[config.mk]
export PLATFORM = sky130hd
export DESIGN_NAME = hazard_scoreboard
export DESIGN_NICKNAME = d
export VERILOG_FILES = /design/src/rtl/hazard_scoreboard_pkg.sv /design/src/rtl/hazard_scoreboard_md_busy_counter.sv /design/src/rtl/hazard_scoreboard.sv
export SDC_FILE = /design/constraint.sdc
export NUM_CORES = 1
export LEC_CHECK = 0
export CAP_MARGIN = 20
export CORE_MARGIN = 4
export CORE_UTILIZATION = 45
export CTS_CLUSTER_DIAMETER = 150
export DETAILED_ROUTE_END_ITERATION = 8
export PLACE_DENSITY = 0.85
export REMOVE_ABC_BUFFERS = 1
export SLEW_MARGIN = 10
export SYNTH_ARGS = -nofsm -noshare
export SYNTH_HDL_FRONTEND = slang
export SYNTH_SLANG_ARGS = --single-unit
[constraint.sdc]
create_clock -name clk -period 5.4 [get_ports clk]
set_input_delay 1.08 -clock clk [delete_from_list [all_inputs] [get_ports clk]]
set_output_delay 1.08 -clock clk [all_outputs]
set_load 0.01 [all_outputs]
[src/rtl/hazard_scoreboard_pkg.sv]
// Shared encodings and widths for the hazard scoreboard: T_new/T_use codes,
// field widths and the default multiply/divide latencies.
package hazard_scoreboard_pkg;

    localparam int T_W   = 3;
    localparam int REG_W = 5;
    localparam int CNT_W = 5;

    localparam logic [T_W-1:0] TNEW_LINK = 3'd0;
    localparam logic [T_W-1:0] TNEW_ALU  = 3'd1;
    localparam logic [T_W-1:0] TNEW_LOAD = 3'd2;

    localparam logic [T_W-1:0] TUSE_D = 3'd0;
    localparam logic [T_W-1:0] TUSE_E = 3'd1;
    localparam logic [T_W-1:0] TUSE_M = 3'd2;

    localparam int MULT_CYCLES_DEF = 5;
    localparam int DIV_CYCLES_DEF  = 10;

    // Decrement that sticks at zero once the result is already available.
    function automatic logic [T_W-1:0] sat0_dec(input logic [T_W-1:0] t);
        return (t == '0) ? '0 : t - T_W'(1);
    endfunction

endpackage

[src/rtl/hazard_scoreboard_md_busy_counter.sv]
// Multiply/divide occupancy counter: loaded when an md start enters E,
// then counts down to zero; busy while non-zero.
module hazard_scoreboard_md_busy_counter
    import hazard_scoreboard_pkg::*;
#(
    parameter int MULT_CYCLES = MULT_CYCLES_DEF,
    parameter int DIV_CYCLES  = DIV_CYCLES_DEF
) (
    input  logic clk,
    input  logic reset,
    input  logic i_load,
    input  logic i_is_div,
    output logic o_busy
);

    logic [CNT_W-1:0] r_cnt;

    // A new start is only accepted while idle, so load and decrement never overlap.
    always_ff @(posedge clk) begin
        if (reset) begin
            r_cnt <= '0;
        end else if (i_load) begin
            r_cnt <= i_is_div ? CNT_W'(DIV_CYCLES) : CNT_W'(MULT_CYCLES);
        end else if (r_cnt != '0) begin
            r_cnt <= r_cnt - CNT_W'(1);
        end
    end

    assign o_busy = (r_cnt != '0);

endmodule

[src/rtl/hazard_scoreboard.sv]
// Producer side of operand forwarding: tracks destination, write-enable and
// remaining T_new through E/M/W and raises the D-stage stall.
module hazard_scoreboard
    import hazard_scoreboard_pkg::*;
#(
    parameter int MULT_CYCLES = MULT_CYCLES_DEF,
    parameter int DIV_CYCLES  = DIV_CYCLES_DEF
) (
    input  logic             clk,
    input  logic             reset,
    input  logic [REG_W-1:0] rs_d,
    input  logic [REG_W-1:0] rt_d,
    input  logic             use_rs_d,
    input  logic             use_rt_d,
    input  logic [T_W-1:0]   tuse_rs_d,
    input  logic [T_W-1:0]   tuse_rt_d,
    input  logic [REG_W-1:0] dst_d,
    input  logic             regw_d,
    input  logic [T_W-1:0]   tnew_d,
    input  logic             md_start_d,
    input  logic             md_is_div_d,
    input  logic             md_use_d,
    output logic             stall,
    output logic [REG_W-1:0] rt_rdE,
    output logic [REG_W-1:0] rt_rdM,
    output logic [REG_W-1:0] rt_rdW,
    output logic             regwE,
    output logic             regwM,
    output logic             regwW,
    output logic [T_W-1:0]   T_new_E,
    output logic [T_W-1:0]   T_new_M,
    output logic [T_W-1:0]   T_new_W,
    output logic             md_busy
);

    logic [REG_W-1:0] r_dst_e, r_dst_m, r_dst_w;
    logic             r_regw_e, r_regw_m, r_regw_w;
    logic [T_W-1:0]   r_tnew_e, r_tnew_m, r_tnew_w;
    logic             r_md_e;

    logic w_stall_rs, w_stall_rt, w_stall_md, w_stall;
    logic w_md_busy, w_md_load;

    // W is never compared: its T_new has always drained to zero.
    assign w_stall_rs = use_rs_d && (rs_d != '0) &&
                        ((r_regw_e && (rs_d == r_dst_e) && (r_tnew_e > tuse_rs_d)) ||
                         (r_regw_m && (rs_d == r_dst_m) && (r_tnew_m > tuse_rs_d)));
    assign w_stall_rt = use_rt_d && (rt_d != '0) &&
                        ((r_regw_e && (rt_d == r_dst_e) && (r_tnew_e > tuse_rt_d)) ||
                         (r_regw_m && (rt_d == r_dst_m) && (r_tnew_m > tuse_rt_d)));
    assign w_stall_md = md_use_d && (w_md_busy || r_md_e);
    assign w_stall    = w_stall_rs || w_stall_rt || w_stall_md;
    assign w_md_load  = md_start_d && !w_stall;

    hazard_scoreboard_md_busy_counter #(
        .MULT_CYCLES (MULT_CYCLES),
        .DIV_CYCLES  (DIV_CYCLES)
    ) u_md_busy (
        .clk      (clk),
        .reset    (reset),
        .i_load   (w_md_load),
        .i_is_div (md_is_div_d),
        .o_busy   (w_md_busy)
    );

    // D->E (bubble on stall), E->M, M->W
    always_ff @(posedge clk) begin
        if (reset) begin
            r_dst_e  <= '0;
            r_regw_e <= 1'b0;
            r_tnew_e <= '0;
            r_md_e   <= 1'b0;
            r_dst_m  <= '0;
            r_regw_m <= 1'b0;
            r_tnew_m <= '0;
            r_dst_w  <= '0;
            r_regw_w <= 1'b0;
            r_tnew_w <= '0;
        end else begin
            if (w_stall) begin
                r_dst_e  <= '0;
                r_regw_e <= 1'b0;
                r_tnew_e <= '0;
                r_md_e   <= 1'b0;
            end else begin
                r_dst_e  <= dst_d;
                r_regw_e <= regw_d && (dst_d != '0);
                r_tnew_e <= tnew_d;
                r_md_e   <= md_start_d;
            end
            r_dst_m  <= r_dst_e;
            r_regw_m <= r_regw_e;
            r_tnew_m <= sat0_dec(r_tnew_e);
            r_dst_w  <= r_dst_m;
            r_regw_w <= r_regw_m;
            r_tnew_w <= sat0_dec(r_tnew_m);
        end
    end

    assign stall   = w_stall;
    assign md_busy = w_md_busy;
    assign rt_rdE  = r_dst_e;
    assign rt_rdM  = r_dst_m;
    assign rt_rdW  = r_dst_w;
    assign regwE   = r_regw_e;
    assign regwM   = r_regw_m;
    assign regwW   = r_regw_w;
    assign T_new_E = r_tnew_e;
    assign T_new_M = r_tnew_m;
    assign T_new_W = r_tnew_w;

endmodule

==> summary.txt, run 1 <==
crit share post-route: 0.8237
Critical Path, Cell by Cell: clkdlybuf4s50_1 -> inv_1 -> ha_1 -> nor2b_1 -> o21ai_4 -> a2111oi_2 -> a311oi_2 -> nand2_1 -> clkdlybuf4s50_1
Comb pwr share: 0.369
Place WS: 947.3 ps
proportion of layout cells with a drive suffix above 1: 0.05858
R2R setup slack: 3180 ps
post-layout net count: 288
setup_tns: 0 ps
site row count: 22
CP Capture Type: output port
CTS root buffer: clkbuf_8
I/O pins: 61
GRT overflow: 0
Core Area: 3689 um^2
Final setup viols: 0
1st-iter DRT viols: 50
max incr delay on CP: 540 ps
Final WS setup: 952.0 ps
area of the multi-input gates: 978.4 um^2
vias per inst: 4.843
ant diodes: 0
maxcap violations: 0
pwr dens: 358.7 nW/um^2
unrepaired setup endpoints after global routing: false
Layout Cells excl Fill: 287
Placer Congestion: 0.8578
first-pass GRT wire length: 6.472 mm
Critical Path RT: 4320 ps
largest buffer count on any clock path: 2
wirelength, routed: 3.925 mm
Critical Path End: stall
Main synth FF type: dfxtp_1
Post-Synthesis Cells: 175
async set-or-reset flop fraction in the synthesized netlist: 0
Residual DRC: 0
Hold Buf Count CTS: 0
clk_skew: 6.457 ps
Vias: 1390
Yosys cell types: 34
synthesized cell area: 1722 um^2
post-route ant nets: 0
FF/Latch Area: 660.6 um^2
Post-synth EDFFs: 0
# clock sinks: 33
Post-CTS Setup Inserts: 0
slowest stage cell on the critical path: clkdlybuf4s50_1
worst-path maximum fanout: 3
Pre-Repair DR Iteration Count: 4
die area: 4880 um^2
Slew HR: 0.3647
Placed Instances: 279
Fillers: 293
R2R Path End: u_md_busy.r_cnt[0]$_SDFFE_PP0P_
fin crit period: 4448 ps
routed len/inst: 13.68 um
RR Startpoint: u_md_busy.r_cnt[0]$_SDFFE_PP0P_
leakage: 0.0009528 uW
Synth Warn #: 0
Reg power frac: 0.367
Int Pwr: 622.0 uW
Tot Pwr: 889.7 uW
dpl hpwl: 3.185 mm
Synth Area per Inst: 9.838 um^2
CTS tree: built
Worst-path clk slew: 60 ps
Sw Pwr: 267.7 uW
worst-skew pair later-pin latency: 280 ps
fmax: 224.8 MHz
Num CTS Buffers: 5
CP arrival: 3370 ps
status: finished, final reports clean
vias in the first global route: 1416
crit path kind: in -> out
Final Util: 0.6723
number of antenna violations at the first check in global routing: 0
Worst Reg-to-Reg Cells: 8
Die Ht: 69.86 um
total track usage: 0.1706
chip width: 69.86 um
Yosys reg bits: 33
Worst VDD drop: 0.0002224 V
IO Port Bufs: 60
hold crit path type: reg -> reg
H-tree Lvls: 2
sequential area share after synthesis: 0.3837
Net Sw Frac: 0.3009
Initial Util: 0.4668
Clk network pwr share: 0.264
post-CTS sizing: 0
Worst Setup SP: tuse_rt_d[1]
Most common cell on crit path: clkdlybuf4s50_1
largest net degree at the start of global routing: 27
final hold violations: 0
area delta synth->final: 44.04%
Tightest Pin Transition: 950.0 ps
Final Max Tran Viols: 0
kind of start point of the critical path: input pin
cell families (layout without fill, tap and decap cells):
family,count (synthesis),after routing,synth area share
simple gates,60,60,0.2129
flops,33,33,0.3837
xor+xnor,24,24,0.1221
buf+inv,21,85,0.04797
fa+ha+maj,18,18,0.1308
compound gates,15,15,0.07630
mux,4,4,0.02616
cells in the final DEF (no fill, tap or decap), types with 2 or more instances in the layout:
master and n:
nand4_1 4, nor3_1 9, mux2_1 4, nand2_1 2, dfxtp_1 33, xnor2_1 23
nor2_1 6, nand3_1 6, nor2b_1 17, inv_1 17, o21ai_0 3, and2_1 9
a2111oi_0 2, clkdlybuf4s50_1 60, ha_1 18, clkbuf_8 6
synthesized netlist by cell type, drive strengths merged (3+ instances only):
library cell  instances  area, um^2
and2                  9       56.30
nor3                  9       45.04
ha                   18       225.2
nand3                 7       40.04
nand4                 4       25.02
nor2b                17       106.4
inv                  17       63.81
dfxtp                33       660.6
clkbuf                3       11.26
a2111oi               3       32.53
mux2                  4       45.04
xnor2                23       201.4
o21ai                 6       45.04
nor2                  6       22.52
worst max-delay path: cells and delay by family:
family | cells | cell delay (ps)
buf+inv | 3 | 1070
compound gates | 3 | 590
simple gates | 2 | 340
fa+ha+maj | 1 | 300
metal layers:
| metal | global-route usage | share of wire | wire (um) | vias to the layer above |
|---|---|---|---|---|
| li1 | - | - | - | 715 |
| met1 | 0.2048 | 0.44 | 1731 | 622 |
| met2 | 0.2707 | 0.46 | 1806 | 48 |
| met3 | 0.06475 | 0.080 | 313 | 5 |
| met4 | 0.07447 | 0.019 | 73 | 0 |
| met5 | 0 | 0 | 0 | - |
stage by stage:
stage / instance area, um^2 / hold WS (ps)
after floorplan: 1703 / 486.1
after global placement: 2364 / 439.1
after detailed placement: 2364 / 447.3
after CTS: 2480 / 456.9
after global routing: 2480 / 482.9
final: 2480 / 456.9
cell type report:
type                       instances  area share
clock buffer                       7     0.03481
sequential                        33      0.2664
tap                               48     0.02422
timing repair buffer              60      0.2422
inverter                          17     0.02573
multi-input combinational        121      0.3946
clock inverter                     1     0.01211
flip-flops by register name (all words and copies together), names as in the netlist, 3 cells and up:
| name | count |
|---|---|
| rt_rdW | 5 |
| u_md_busy.r_cnt | 5 |
| rt_rdE | 5 |
| T_new_M | 3 |
| rt_rdM | 5 |
| T_new_E | 3 |
| T_new_W | 3 |
worst min-delay path by stage:
stage	cells after the start	slack, ps	startpoint	end
after floorplan	1	490	T_new_E[0]$_SDFF_PP0_	T_new_M[0]$_SDFF_PP0_
final	1	460	T_new_E[0]$_SDFF_PP0_	T_new_M[0]$_SDFF_PP0_
after global placement	1	440	T_new_E[0]$_SDFF_PP0_	T_new_M[0]$_SDFF_PP0_
after CTS	1	460	T_new_E[0]$_SDFF_PP0_	T_new_M[0]$_SDFF_PP0_
after global routing	1	480	T_new_E[0]$_SDFF_PP0_	T_new_M[0]$_SDFF_PP0_
after detailed placement	1	450	T_new_E[0]$_SDFF_PP0_	T_new_M[0]$_SDFF_PP0_
power by group through the flow:
stage | Sequential (uW) | Clock, uW | Combinational (uW)
after global routing | 332 | 250 | 367
after floorplan | 333 | 0 | 192
final | 326 | 235 | 328
after detailed placement | 332 | 0 | 330
after global placement | 331 | 0 | 323
after CTS | 326 | 238 | 331
Note: power is estimated with default switching activity, not from simulation.
==> run 2, diff against run 1 <==
Clock period 5.4 ns to 4.1 ns, I/O delays scaled along.
==> run 2 against run 1 <==
Final cell count is 0.35% higher. Sequential share of layout area increased by 0.27 points. Setup slack got worse by 760 ps. Sequential power up 32%. Critical endpoint unchanged. Largest cell class unchanged.
==> summary.txt, run 2 (synthesis results as in run 1) <==
Tightest Pin Transition: 654.9 ps (-295.1 ps)
total track usage: 0.1757 (+0.005149)
Reg power frac: 0.390 (+0.023)
unrepaired setup endpoints after global routing: false
routed len/inst: 13.57 um (-0.80%)
dpl hpwl: 3.215 mm (+0.92%)
I/O pins: 61 (unchanged)
FF/Latch Area: 660.6 um^2 (unchanged)
HP Start: T_new_E[0]$_SDFF_PP0_
Initial Util: 0.4668 (unchanged)
Final setup viols: 0 (unchanged)
Layout Cells excl Fill: 288 (+0.35%)
CP Capture Type: output port
area delta synth->final: 42.59%
post-route ant nets: 0 (unchanged)
Core Area: 3689 um^2 (unchanged)
proportion of layout cells with a drive suffix above 1: 0.05833 (-0.0002441)
GRT overflow: 0 (unchanged)
wirelength, routed: 3.907 mm (-0.46%)
final hold violations: 0 (unchanged)
placed cell area: 2371 um^2 (+0.32%)
Placed Instances: 280 (+0.36%)
commonest non-fill, non-tap cell in the layout: clkdlybuf4s50_1
CTS tree: built
leakage: 0.0009376 uW (-1.6%)
ant diodes: 0 (unchanged)
Final Max Tran Viols: 0 (unchanged)
worst-skew pair later-pin latency: 290 ps (about the same)
most frequent cells in the layout: clkdlybuf4s50_1, dfxtp_1, xnor2_1, ha_1
Post-CTS Setup Inserts: 0 (unchanged)
fin crit period: 3910 ps
post-layout net count: 289 (+0.35%)
crit path kind: in -> out
CP arrival: 3090 ps (-280 ps)
vias in the first global route: 1475 (+4.2%)
first-pass GRT wire length: 6.713 mm (+3.7%)
Net Sw Frac: 0.3270 (+0.02614)
1st-iter DRT viols: 75 (+50%)
Placer Congestion: 0.8354 (-2.6%)
RR Startpoint: u_md_busy.r_cnt[0]$_SDFFE_PP0P_
finished layout cell area: 2455 um^2 (-1.0%)
pwr dens: 449.2 nW/um^2 (+25%)
Worst-path clk slew: 60 ps (about the same)
post-CTS sizing: 0 (unchanged)
Worst VDD drop: 0.0002248 V (+1.0%)
H-tree Lvls: 2 (unchanged)
worst-path maximum fanout: 3 (unchanged)
chip width: 69.86 um (unchanged)
crit share post-route: 0.9538
Clk network pwr share: 0.213 (-0.051)
CTS root buffer: clkbuf_8
fmax: 255.7 MHz
largest net degree at the start of global routing: 19 (-30%)
hold crit path type: reg -> reg
number of antenna violations at the first check in global routing: 0 (unchanged)
clk_skew: 4.407 ps (-2.050 ps)
Critical Path RT: 3280 ps (-1040 ps)
Sw Pwr: 360.7 uW (+35%)
setup_tns: 0 ps (unchanged)
kind of start point of the critical path: input pin
vias per inst: 4.972 (+2.7%)
maxcap violations: 0 (unchanged)
die area: 4880 um^2 (unchanged)
Pre-Repair DR Iteration Count: 4 (unchanged)
Die Ht: 69.86 um (unchanged)
Slew HR: 0.5620 (+0.1973)
largest buffer count on any clock path: 2 (unchanged)
Int Pwr: 742.1 uW (+19%)
Residual DRC: 0 (unchanged)
IO Port Bufs: 60 (unchanged)
Num CTS Buffers: 5 (unchanged)
Worst Setup SP: tuse_rs_d[1]
site row count: 22 (unchanged)
Hold Buf Count CTS: 0 (unchanged)
# clock sinks: 33 (unchanged)
Comb pwr share: 0.397 (+0.028)
area of the multi-input gates: 978.4 um^2 (unchanged)
Fillers: 315 (+7.5%)
status: finished, final reports clean
Vias: 1432 (+3.0%)
==> run 2: layer usage <==
layer | GRT usage | wire, um | vias to the layer above | part of all wire
met5 | 0 | 0 | - | 0
met4 | 0.1064 | 114 | 0 | 0.029
met3 | 0.04604 | 193 | 10 | 0.049
met2 | 0.2665 | 1794 | 43 | 0.46
met1 | 0.2218 | 1804 | 661 | 0.46
li1 | - | - | 718 | -
==> run 2: cell type report <==
| class | instances | area share |
|---|---|---|
| multi-input combinational | 121 | 0.3986 |
| sequential | 33 | 0.2691 |
| timing repair buffer | 61 | 0.2477 |
| clock buffer | 7 | 0.03109 |
| inverter | 17 | 0.02599 |
| tap | 48 | 0.02446 |
| clock inverter | 1 | 0.003058 |
==> run 2: through the flow <==
step | total power [uW] | util | worst slack, ps | hold slack [ps]
2_1_floorplan | 691.3 | - | 1285 | 486.1
6_report | 1103 | 0.6655 | 189.6 | 469.2
4_1_cts | 1112 | 0.6655 | 204.7 | 473.9
3_5_place_dp | 873.0 | 0.6428 | 203.8 | 462.8
5_1_grt | 1180 | 0.6655 | 78.03 | 522.0
3_3_place_gp | 863.7 | 0.6428 | 228.0 | 444.8
==> run 2: power groups by stage <==
stage          Sequential (uW)  Clock, uW  Combinational, uW
6_report                   430        234                438
3_5_place_dp               437          0                436
4_1_cts                    430        240                442
2_1_floorplan              439          0                253
3_3_place_gp               436          0                428
5_1_grt                    438        252                490
==> run 2: critical path: stages <==
cell	delay, ps
clkdlybuf4s50_1	460
inv_1	50
ha_1	280
nor2b_1	130
o21ai_0	80
a2111oi_0	460
nor2_1	140
nand2_1	110
clkdlybuf4s50_1	540
==> run 2: final timing paths <==
check                                         end  depth (start not counted)  slack (ps)
setup / recovery                            stall                          9         190
hold / removal              T_new_M[0]$_SDFF_PP0_                          1         470
setup reg to reg  u_md_busy.r_cnt[3]$_SDFFE_PP0P_                          8        1870
hold reg to reg             T_new_M[0]$_SDFF_PP0_                          1         470
